### config.mk
export PLATFORM = sky130hd
export DESIGN_NAME = port_pair_sched
export DESIGN_NICKNAME = d
export VERILOG_FILES = /design/src/rtl/port_pair_sched_pkg.sv /design/src/rtl/port_pair_sched_rr_arbiter.sv /design/src/rtl/port_pair_sched.sv
export SDC_FILE = /design/constraint.sdc
export NUM_CORES = 1
export LEC_CHECK = 0
export CORE_UTILIZATION = 44
export CTS_CLUSTER_DIAMETER = 50
export CTS_CLUSTER_SIZE = 40
export DETAILED_ROUTE_END_ITERATION = 6
export PLACE_DENSITY = 0.9
export SLEW_MARGIN = 20
export SYNTH_ARGS = -nofsm -noshare
export SYNTH_HDL_FRONTEND = slang
export SYNTH_SLANG_ARGS = --single-unit
### constraint.sdc
create_clock -name clk -period 5.85 [get_ports clk]
set_input_delay 1.17 -clock clk [delete_from_list [all_inputs] [get_ports clk]]
set_output_delay 1.17 -clock clk [all_outputs]
set_load 0.01 [all_outputs]
### src/rtl/port_pair_sched_pkg.sv
`default_nettype none
// ============================================================================
// Module   : port_pair_pkg
// Purpose  : Shared lane types, FSM states and lane-mask constants for the
//            two-lane pair scheduler.
// Revision : 1.0  initial release
// ============================================================================
package port_pair_pkg;

    localparam int LANES  = 2;
    localparam int WORD_W = 32;

    typedef logic [WORD_W-1:0] word_t;
    typedef word_t lane_arr_t [LANES];

    typedef enum logic [1:0] {
        IDLE  = 2'd0,
        LANE0 = 2'd1,
        LANE1 = 2'd2,
        OUT   = 2'd3
    } state_e;

    localparam logic [LANES-1:0] MASK_FULL = 2'b11;
    localparam logic [LANES-1:0] MASK_HALF = 2'b01;

endpackage
`default_nettype wire

### src/rtl/port_pair_sched_rr_arbiter.sv
`default_nettype none
// ============================================================================
// Module   : rr_arbiter
// Purpose  : Combinational round-robin pick: first asserted request at or
//            after ptr (wrapping), returned one-hot and as an index.
// Revision : 1.0  initial release
// ============================================================================
module rr_arbiter #(
    parameter  int NREQ = 4,
    localparam int IW   = $clog2(NREQ)
) (
    input  logic [NREQ-1:0] req,
    input  logic [IW-1:0]   ptr,
    output logic [NREQ-1:0] grant,
    output logic [IW-1:0]   idx,
    output logic            found
);

    int            w_pos;
    logic [IW-1:0] w_sel;

    always_comb begin
        grant = '0;
        idx   = '0;
        found = 1'b0;
        w_pos = 0;
        w_sel = '0;
        for (int k = 0; k < NREQ; k++) begin
            w_pos = int'(ptr) + k;
            if (w_pos >= NREQ) begin
                w_pos = w_pos - NREQ;
            end
            w_sel = IW'(w_pos);
            if (!found && req[w_sel]) begin
                found        = 1'b1;
                grant[w_sel] = 1'b1;
                idx          = w_sel;
            end
        end
    end

endmodule
`default_nettype wire

### src/rtl/port_pair_sched.sv
`default_nettype none
// ============================================================================
// Module   : port_pair_sched
// Purpose  : Round-robin scheduler packing word-serial requester traffic into
//            registered two-lane pairs with a valid/ready output handshake.
// Revision : 1.0  initial release
// ============================================================================
module port_pair_sched
    import port_pair_pkg::*;
#(
    parameter int NREQ    = 4,
    parameter int WIDTH   = 32,
    parameter int TIMEOUT = 15
) (
    input  logic                    clk,
    input  logic                    rst,
    input  logic [NREQ-1:0]         req_valid,
    input  logic [NREQ-1:0]         req_last,
    input  logic [NREQ*WIDTH-1:0]   req_data,
    output logic [NREQ-1:0]         req_ready,
    output logic [WIDTH-1:0]        out_d [LANES],
    output logic [LANES-1:0]        out_mask,
    output logic [$clog2(NREQ)-1:0] out_src,
    output logic                    out_valid,
    input  logic                    out_ready
);

    localparam int            IW         = $clog2(NREQ);
    localparam int            CW         = $clog2(TIMEOUT + 1);
    localparam logic [CW-1:0] C_CNT_LAST = CW'(TIMEOUT - 1);
    localparam logic [IW-1:0] C_LAST_IDX = IW'(NREQ - 1);

    state_e            r_state;
    state_e            w_state_nxt;
    logic [NREQ-1:0]   r_grant_oh;
    logic [IW-1:0]     r_grant_idx;
    logic [IW-1:0]     r_rr_ptr;
    logic [WIDTH-1:0]  r_lane0;
    logic [WIDTH-1:0]  r_lane1;
    logic [LANES-1:0]  r_mask;
    logic [CW-1:0]     r_cnt;

    logic [NREQ-1:0]   w_arb_grant;
    logic [IW-1:0]     w_arb_idx;
    logic              w_arb_found;
    logic              w_busy;
    logic              w_accept;
    logic [WIDTH-1:0]  w_word;
    logic              w_last;

    rr_arbiter #(
        .NREQ (NREQ)
    ) u_arb (
        .req   (req_valid),
        .ptr   (r_rr_ptr),
        .grant (w_arb_grant),
        .idx   (w_arb_idx),
        .found (w_arb_found)
    );

    // Only the granted requester is ever offered ready, and only while collecting.
    assign w_busy    = (r_state == LANE0) || (r_state == LANE1);
    assign req_ready = w_busy ? (r_grant_oh & req_valid) : '0;
    assign w_accept  = |req_ready;
    assign w_word    = req_data[int'(r_grant_idx) * WIDTH +: WIDTH];
    assign w_last    = req_last[r_grant_idx];

    assign out_d[0]  = r_lane0;
    assign out_d[1]  = r_lane1;
    assign out_mask  = r_mask;
    assign out_src   = r_grant_idx;
    assign out_valid = (r_state == OUT);

    always_comb begin
        w_state_nxt = r_state;
        case (r_state)
            IDLE: begin
                if (w_arb_found) begin
                    w_state_nxt = LANE0;
                end
            end
            LANE0: begin
                if (w_accept) begin
                    w_state_nxt = w_last ? OUT : LANE1;
                end
            end
            LANE1: begin
                if (w_accept || (r_cnt == C_CNT_LAST)) begin
                    w_state_nxt = OUT;
                end
            end
            OUT: begin
                if (out_ready) begin
                    w_state_nxt = IDLE;
                end
            end
            default: w_state_nxt = IDLE;
        endcase
    end

    always_ff @(posedge clk) begin
        if (rst) begin
            r_state     <= IDLE;
            r_grant_oh  <= '0;
            r_grant_idx <= '0;
            r_rr_ptr    <= '0;
            r_lane0     <= '0;
            r_lane1     <= '0;
            r_mask      <= '0;
            r_cnt       <= '0;
        end else begin
            r_state <= w_state_nxt;
            case (r_state)
                IDLE: begin
                    if (w_arb_found) begin
                        r_grant_oh  <= w_arb_grant;
                        r_grant_idx <= w_arb_idx;
                    end
                end
                LANE0: begin
                    if (w_accept) begin
                        r_lane0 <= w_word;
                        r_lane1 <= '0;
                        r_mask  <= MASK_HALF;
                        r_cnt   <= '0;
                    end
                end
                LANE1: begin
                    // Counter tops out at TIMEOUT because reaching it leaves LANE1.
                    if (w_accept) begin
                        r_lane1 <= w_word;
                        r_mask  <= MASK_FULL;
                    end else begin
                        r_cnt <= r_cnt + 1'b1;
                    end
                end
                OUT: begin
                    if (out_ready) begin
                        r_rr_ptr <= (r_grant_idx == C_LAST_IDX) ? '0 : r_grant_idx + 1'b1;
                    end
                end
                default: ;
            endcase
        end
    end

endmodule
`default_nettype wire

==> reports/metrics.csv, run 1 <==
stage,metric,value,unit
status,status,finished clean,
synthesis,synth-adder-area-share,3.59,%
drt,drt-total-wl,13.3,mm
placed_design,port_buffers,211,
timing,worst_pin_slew,0.892,ns
synthesis,netlist_area,0.00418,sq mm
floorplan,num_io_pins,212,
cells_and_area,stdcell_count,760,
setup_path,worstSetupStartpoint,req_valid[3],
synthesis,synthCells,436,
power,power,1.91,mW
floorplan,initial_utilization,45.2,%
timing,final_max_slew_viol_count,0,
synthesis,avgSynthCellArea,9.58,sq um
setup_path,crit_arrival,2.51,ns
global_routing,overflow,0,
power,p_switching,0.671,mW
synthesis,synth_warnings,0,
power,clockPowerShare,22.3,%
clock_network,cts.clk_slew.worst_paths,0.09,ns
drt,dr.pass1.iters,5,
global_routing,grt_pass1_wl,20.8,mm
drt,post_drt_wl_per_cell,17.5,um
synthesis,async_flop_share,0,%
placed_design,place.gp.congestion,0.848,
drt,ant_nets,0,
setup_path,criticalPathCategory,in -> out,
timing,setup_viol,0,
synthesis,yosys.cell_types.count,38,
synthesis,syn-num-nets,587,
clock_network,cts_buffers,9,
timing,grt_setup_unrepaired,false,
synthesis,ys_ff_latch,80,
cells_and_area,areaGrowthSynthToFinish,56.7,%
timing,max_freq,271,MHz
global_routing,track_usage,27.1,%
setup_path,cp_max_fo,8,
timing,maxSlewHeadroom,40.5,%
power,swShare,35.1,%
flow_run,maxCapViolations,0,
synthesis,synth_top_family_by_area,multiplexers,
cells_and_area,n_antenna_cell,0,
clock_network,clk_latency,0.35,ns
synthesis,synth-xor-area-share,0,%
synthesis,synth_mux_area_share,21.0,%
setup_path,crit_path_end_kind,primary output,
power,p_seq_share,34.9,%
floorplan,die_x,99.4,um
power,leakage,2.28,nW
cells_and_area,final_net_count,777,
clock_network,cts.path.max_buffers,2,
power,cellPowerDensity,292,mW/mm^2
hold_path,hp-class,reg -> reg,
global_routing,grt_pass1_vias,4323,
timing,final.setup_skew,0.0125,ns
clock_network,cts-htree-levels,3,
timing,period_needed,3.68,ns
synthesis,seq_area_frac_synth,38.3,%
synthesis,synth_edf_count,0,
placed_design,place_inst,744,
drt,drt_iter0_drc,220,
power,vdd_drop_max,0.175,mV
clock_network,cts_resized,0,
clock_network,clock-root-buffer,clkbuf_8,
drt,drc,0,
setup_path,r2r_start,r_rr_ptr[0]$_SDFFE_PP0P_,
global_routing,grt_max_degree,83,
timing,hold_viol_final,0,
clock_network,post_cts_buffers,0,
hold_path,min_from,r_lane0[21]$_SDFFE_PP0P_,
power,p_int,1.24,mW
clock_network,cts_sinks,80,
floorplan,rows,35,
cells_and_area,layout-drive-gt1-share,10.8,%
power,p_comb_share,42.8,%
clock_network,hold_buffers,0,
synthesis,synthSimpleGateAreaFrac,14.4,%
setup_path,required,4.68,ns
floorplan,core_area,0.00924,sq mm
floorplan,die_h,99.4,um
drt,vias_per_cell,5.55,
clock_network,cts_tree,built,
timing,min_period_over_period,63.0,%
drt,vias,4218,
timing,fin_worst_hold_slack,0.459,ns
timing,fin_tns_setup,0,ns
floorplan,die_area,0.00989,sq mm
synthesis,synth_flop_cell,dfxtp_1,
placed_design,hpwl,9.87,mm
synthesis,synth-compound-area-share,17.8,%
global_routing,antenna_found_initial,0,
setup_path,crit_path_start_kind,primary input,
==> cell usage in the layout, fill, tap and decap left out, types with 3 or more instances in the layout <==
master	synthesis	final
a211oi_2	3	3
a21oi_1	50	50
a22oi_1	35	35
and3_1	6	6
buf_4	0	5
clkbuf_8	0	10
clkdlybuf4s50_1	0	210
dfxtp_1	80	78
ha_1	12	12
inv_1	11	11
mux2i_1	4	4
mux4_2	36	36
nand2_1	71	71
nand2b_1	3	3
nor2_1	50	49
nor3_1	3	3
o211a_1	3	3
o21ai_0	5	5
o32ai_1	4	4
==> metrics by stage <==
| step | setup WS [ns] | cell area (sq um) | util (%) |
|---|---|---|---|
| after CTS | 2.18 | 6550 | 70.9 |
| after global routing | 2.11 | 6550 | 70.9 |
| final | 2.17 | 6550 | 70.9 |
| after detailed placement | 2.19 | 6340 | 68.6 |
| after global placement | 2.06 | 6330 | 68.5 |
| after floorplan | 2.97 | 4180 | - |
==> metal layers <==
layer  share of wire, %  global-route usage, %  vias up
li1                   -                      -     1967
met1                 37                   31.1     2001
met2                 52                   49.4      221
met3                7.9                   6.89       29
met4                2.6                   8.48        0
met5                  0                      0        -
==> synth_stat cells (4+ instances only) <==
cell type | number | area, sq um
o21ai_0 | 5 | 25.0
a21oi_1 | 50 | 250
o32ai_1 | 4 | 35.0
clkbuf_1 | 32 | 120
mux4_2 | 36 | 811
inv_1 | 11 | 41.3
mux2i_1 | 4 | 40.0
nor2_1 | 50 | 188
and3_1 | 6 | 37.5
nand2_1 | 71 | 267
ha_1 | 12 | 150
dfxtp_1 | 80 | 1600
a22oi_1 | 35 | 263
==> flip-flops by register name, indices dropped and copies added, names as in the netlist <==
name	cells
r_lane1	32
r_grant_oh	4
r_state	2
r_lane0	32
r_cnt	4
r_rr_ptr	2
out_src	2
out_mask	2
==> power groups by stage <==
stage	registers (mW)	clock network (mW)	logic (mW)
after CTS	0.667	0.435	0.819
final	0.668	0.427	0.818
after global routing	0.676	0.462	0.888
after global placement	0.675	0	0.790
after detailed placement	0.679	0	0.818
after floorplan	0.670	0	0.540
==> cells by family after synthesis <==
| group | Yosys count |
|---|---|
| compound gates | 110 |
| fa+ha+maj | 12 |
| buf+inv | 49 |
| flops | 80 |
| mux | 41 |
| simple gates | 144 |
==> final cells by class <==
class,count,area (sq um)
Multi-Input combinational cell,307,2380
Clock inverter,6,73.8
Tap cell,129,161
Timing Repair Buffer,216,2140
Clock buffer,10,138
Fill cell,664,2690
Sequential cell,80,1600
Inverter,12,45.0
==> path summary, 6_finish.rpt <==
path | endpoint | slack (ns) | cells past startpoint
max | req_ready[3] | 2.17 | 3
min | r_lane0[21]$_SDFFE_PP0P_ | 0.46 | 2
max reg2reg | r_state[1]$_SDFFE_PP0P_ | 2.73 | 7
min reg2reg | r_lane0[21]$_SDFFE_PP0P_ | 0.46 | 2
==> critical path, cell delays in order <==
cell and delay, ns:
clkdlybuf4s50_1 0.61, and3_1 0.20, clkdlybuf4s50_1 0.53
No activity file was read; power rests on OpenSTA's default activity.
==> run 2, diff against run 1 <==
--- a/config.mk
+++ b/config.mk
@@ -5,11 +5,11 @@
 export SDC_FILE = /design/constraint.sdc
 export NUM_CORES = 1
 export LEC_CHECK = 0
-export CORE_UTILIZATION = 44
+export CORE_UTILIZATION = 37
 export CTS_CLUSTER_DIAMETER = 50
 export CTS_CLUSTER_SIZE = 40
 export DETAILED_ROUTE_END_ITERATION = 6
-export PLACE_DENSITY = 0.9
+export PLACE_DENSITY = 0.81
 export SLEW_MARGIN = 20
 export SYNTH_ARGS = -nofsm -noshare
 export SYNTH_HDL_FRONTEND = slang
==> constraint.sdc (replaced) <==
create_clock -name clk -period 3.3 [get_ports clk]
set_input_delay 0.66 -clock clk [delete_from_list [all_inputs] [get_ports clk]]
set_output_delay 0.66 -clock clk [all_outputs]
set_load 0.01 [all_outputs]
==> reports/metrics.csv, run 2 (same netlist as run 1, synthesis figures left out) <==
stage,metric,value,unit,change
timing,fin_tns_setup,0,ns,unchanged
flow_run,maxCapViolations,0,,unchanged
drt,vias,4177,,-0.97%
cells_and_area,design_area,0.00671,sq mm,+2.5%
cells_and_area,final_util,61.4,%,-9.5 points
global_routing,grt_pass1_wl,20.7,mm,-0.66%
clock_network,cts.path.max_buffers,2,,unchanged
timing,final.setup_skew,0.00663,ns,-0.00587 ns
cells_and_area,stdcell_count,778,,+2.4%
global_routing,overflow,0,,unchanged
timing,hold_viol_final,0,,unchanged
clock_network,cts_resized,0,,unchanged
timing,grt_setup_unrepaired,false,,
power,vdd_drop_max,0.282,mV,+61%
timing,period_needed,2.84,ns,
cells_and_area,final_common_cell,clkdlybuf4s50_1,,
clock_network,clock-root-buffer,clkbuf_16,,
floorplan,die_x,108,um,+8.9%
power,leakage,2.36,nW,+3.4%
placed_design,port_buffers,211,,unchanged
drt,drc,0,,unchanged
power,power,3.65,mW,+91%
floorplan,core_area,0.0109,sq mm,+18%
timing,setup_viol,0,,unchanged
drt,ant_nets,0,,unchanged
clock_network,clk_latency,0.33,ns,-0.02 ns
drt,post_drt_wl_per_cell,17.2,um,-1.7%
cells_and_area,layout-drive-gt1-share,11.4,%,+0.67 points
status,status,finished clean,,
timing,setup_ws,0.462,ns,-1.70 ns
timing,final_max_slew_viol_count,0,,unchanged
power,p_comb_share,40.4,%,-2.4 points
placed_design,place.gp.congestion,0.842,,-0.72%
floorplan,rows,38,,+8.6%
cells_and_area,final_net_count,784,,+0.90%
setup_path,crit_path_end_kind,register,,
placed_design,place_area,0.00642,sq mm,+1.4%
power,p_switching,1.21,mW,+81%
placed_design,place_inst,762,,+2.4%
placed_design,place_ws,0.266,ns,-1.92 ns
timing,maxSlewHeadroom,47.4,%,+6.9 points
clock_network,post_cts_buffers,0,,unchanged
floorplan,die_h,108,um,+8.9%
setup_path,criticalPathCategory,reg -> reg,,
cells_and_area,areaGrowthSynthToFinish,60.6,%,
clock_network,cts-htree-levels,3,,unchanged
power,clockPowerShare,26.6,%,+4.3 points
global_routing,grt_pass1_vias,4209,,-2.6%
timing,worst_pin_slew,0.789,ns,-0.103 ns
setup_path,crit_path_start_kind,register,,
clock_network,cts_buffers,9,,unchanged
power,cellPowerDensity,544,mW/mm^2,+86%
global_routing,track_usage,23.0,%,-4.1 points
setup_path,cp_max_fo,11,,+3
clock_network,cts.clk_slew.worst_paths,0.06,ns,-0.03 ns
cells_and_area,reg_top3,"r_lane0: 32 flops, r_lane1: 32 flops",,
timing,fin_worst_hold_slack,0.453,ns,-0.00607 ns
cells_and_area,final_cell_mix,"clkdlybuf4s50_1 (210), dfxtp_1 (78), nand2_1 (71)",,
timing,min_period_over_period,86.0,%,
floorplan,initial_utilization,38.2,%,-7.0 points
power,swShare,33.2,%,-1.9 points
global_routing,grt_max_degree,43,,-48%
power,p_seq_share,33.1,%,-1.8 points
hold_path,hp-class,reg -> reg,,
drt,drt_iter0_drc,203,,-7.7%
clock_network,cts_sinks,80,,unchanged
setup_path,required,3.49,ns,-1.19 ns
timing,max_freq,352,MHz,
clock_network,hold_buffers,0,,unchanged
cells_and_area,n_antenna_cell,0,,unchanged
drt,vias_per_cell,5.37,,-3.3%
global_routing,antenna_found_initial,0,,unchanged
power,p_int,2.44,mW,+96%
drt,dr.pass1.iters,4,,-1
drt,drt-total-wl,13.4,mm,+0.59%
floorplan,die_area,0.0117,sq mm,+19%
clock_network,cts_tree,built,,
setup_path,crit_arrival,3.02,ns,+0.51 ns
placed_design,hpwl,10.1,mm,+2.2%
floorplan,num_io_pins,212,,unchanged
run 2: cell types whose count changed in the layout (fill, tap and decap cells not counted), moves of 2 or more:
cell	before	now
buf_4	5	10
clkbuf_1	0	2
clkbuf_16	0	9
clkinv_2	0	2
clkbuf_8	10	0
buf_12	0	2
run 2: area by class of cell:
cell class	count	area (sq um)
Fill cell	931	4220
Multi-Input combinational cell	307	2380
Timing Repair Buffer	223	2220
Sequential cell	80	1600
Clock buffer	11	233
Tap cell	140	175
Clock inverter	5	56.3
Inverter	12	45.0
run 2: metal layers:
metal / share of wire [%] / global-route usage (%)
met1: 39 / 26.0
met3: 7.2 / 6.57
met4: 2.5 / 9.56
met5: 0 / 0
met2: 52 / 40.4
run 2: worst max-delay path: stages, from the launching register on:
cell,delay [ns]
dfxtp_1,0.50
inv_1,0.13
ha_1,0.36
mux4_2,0.64
or4_4,0.58
o221ai_4,0.22
mux2i_1,0.22
nor2_1,0.05
run 2: power by group through the flow:
stage	sequential, mW	clock, mW	combinational (mW)
after floorplan	1.19	0	0.957
after global placement	1.22	0	1.43
after detailed placement	1.23	0	1.47
after CTS	1.21	0.989	1.49
after global routing	1.23	1.03	1.60
final	1.21	0.970	1.47
run 2: worst paths after layout:
kind	cells after the start	to	slack, ns	start
worst min-delay path	2	r_lane0[1]$_SDFFE_PP0P_	0.45	r_lane0[1]$_SDFFE_PP0P_
worst max-delay path	7	r_state[1]$_SDFFE_PP0P_	0.46	r_rr_ptr[1]$_SDFFE_PP0P_
worst max register to register	7	r_state[1]$_SDFFE_PP0P_	0.46	r_rr_ptr[1]$_SDFFE_PP0P_
worst min register to register	2	r_lane0[1]$_SDFFE_PP0P_	0.45	r_lane0[1]$_SDFFE_PP0P_
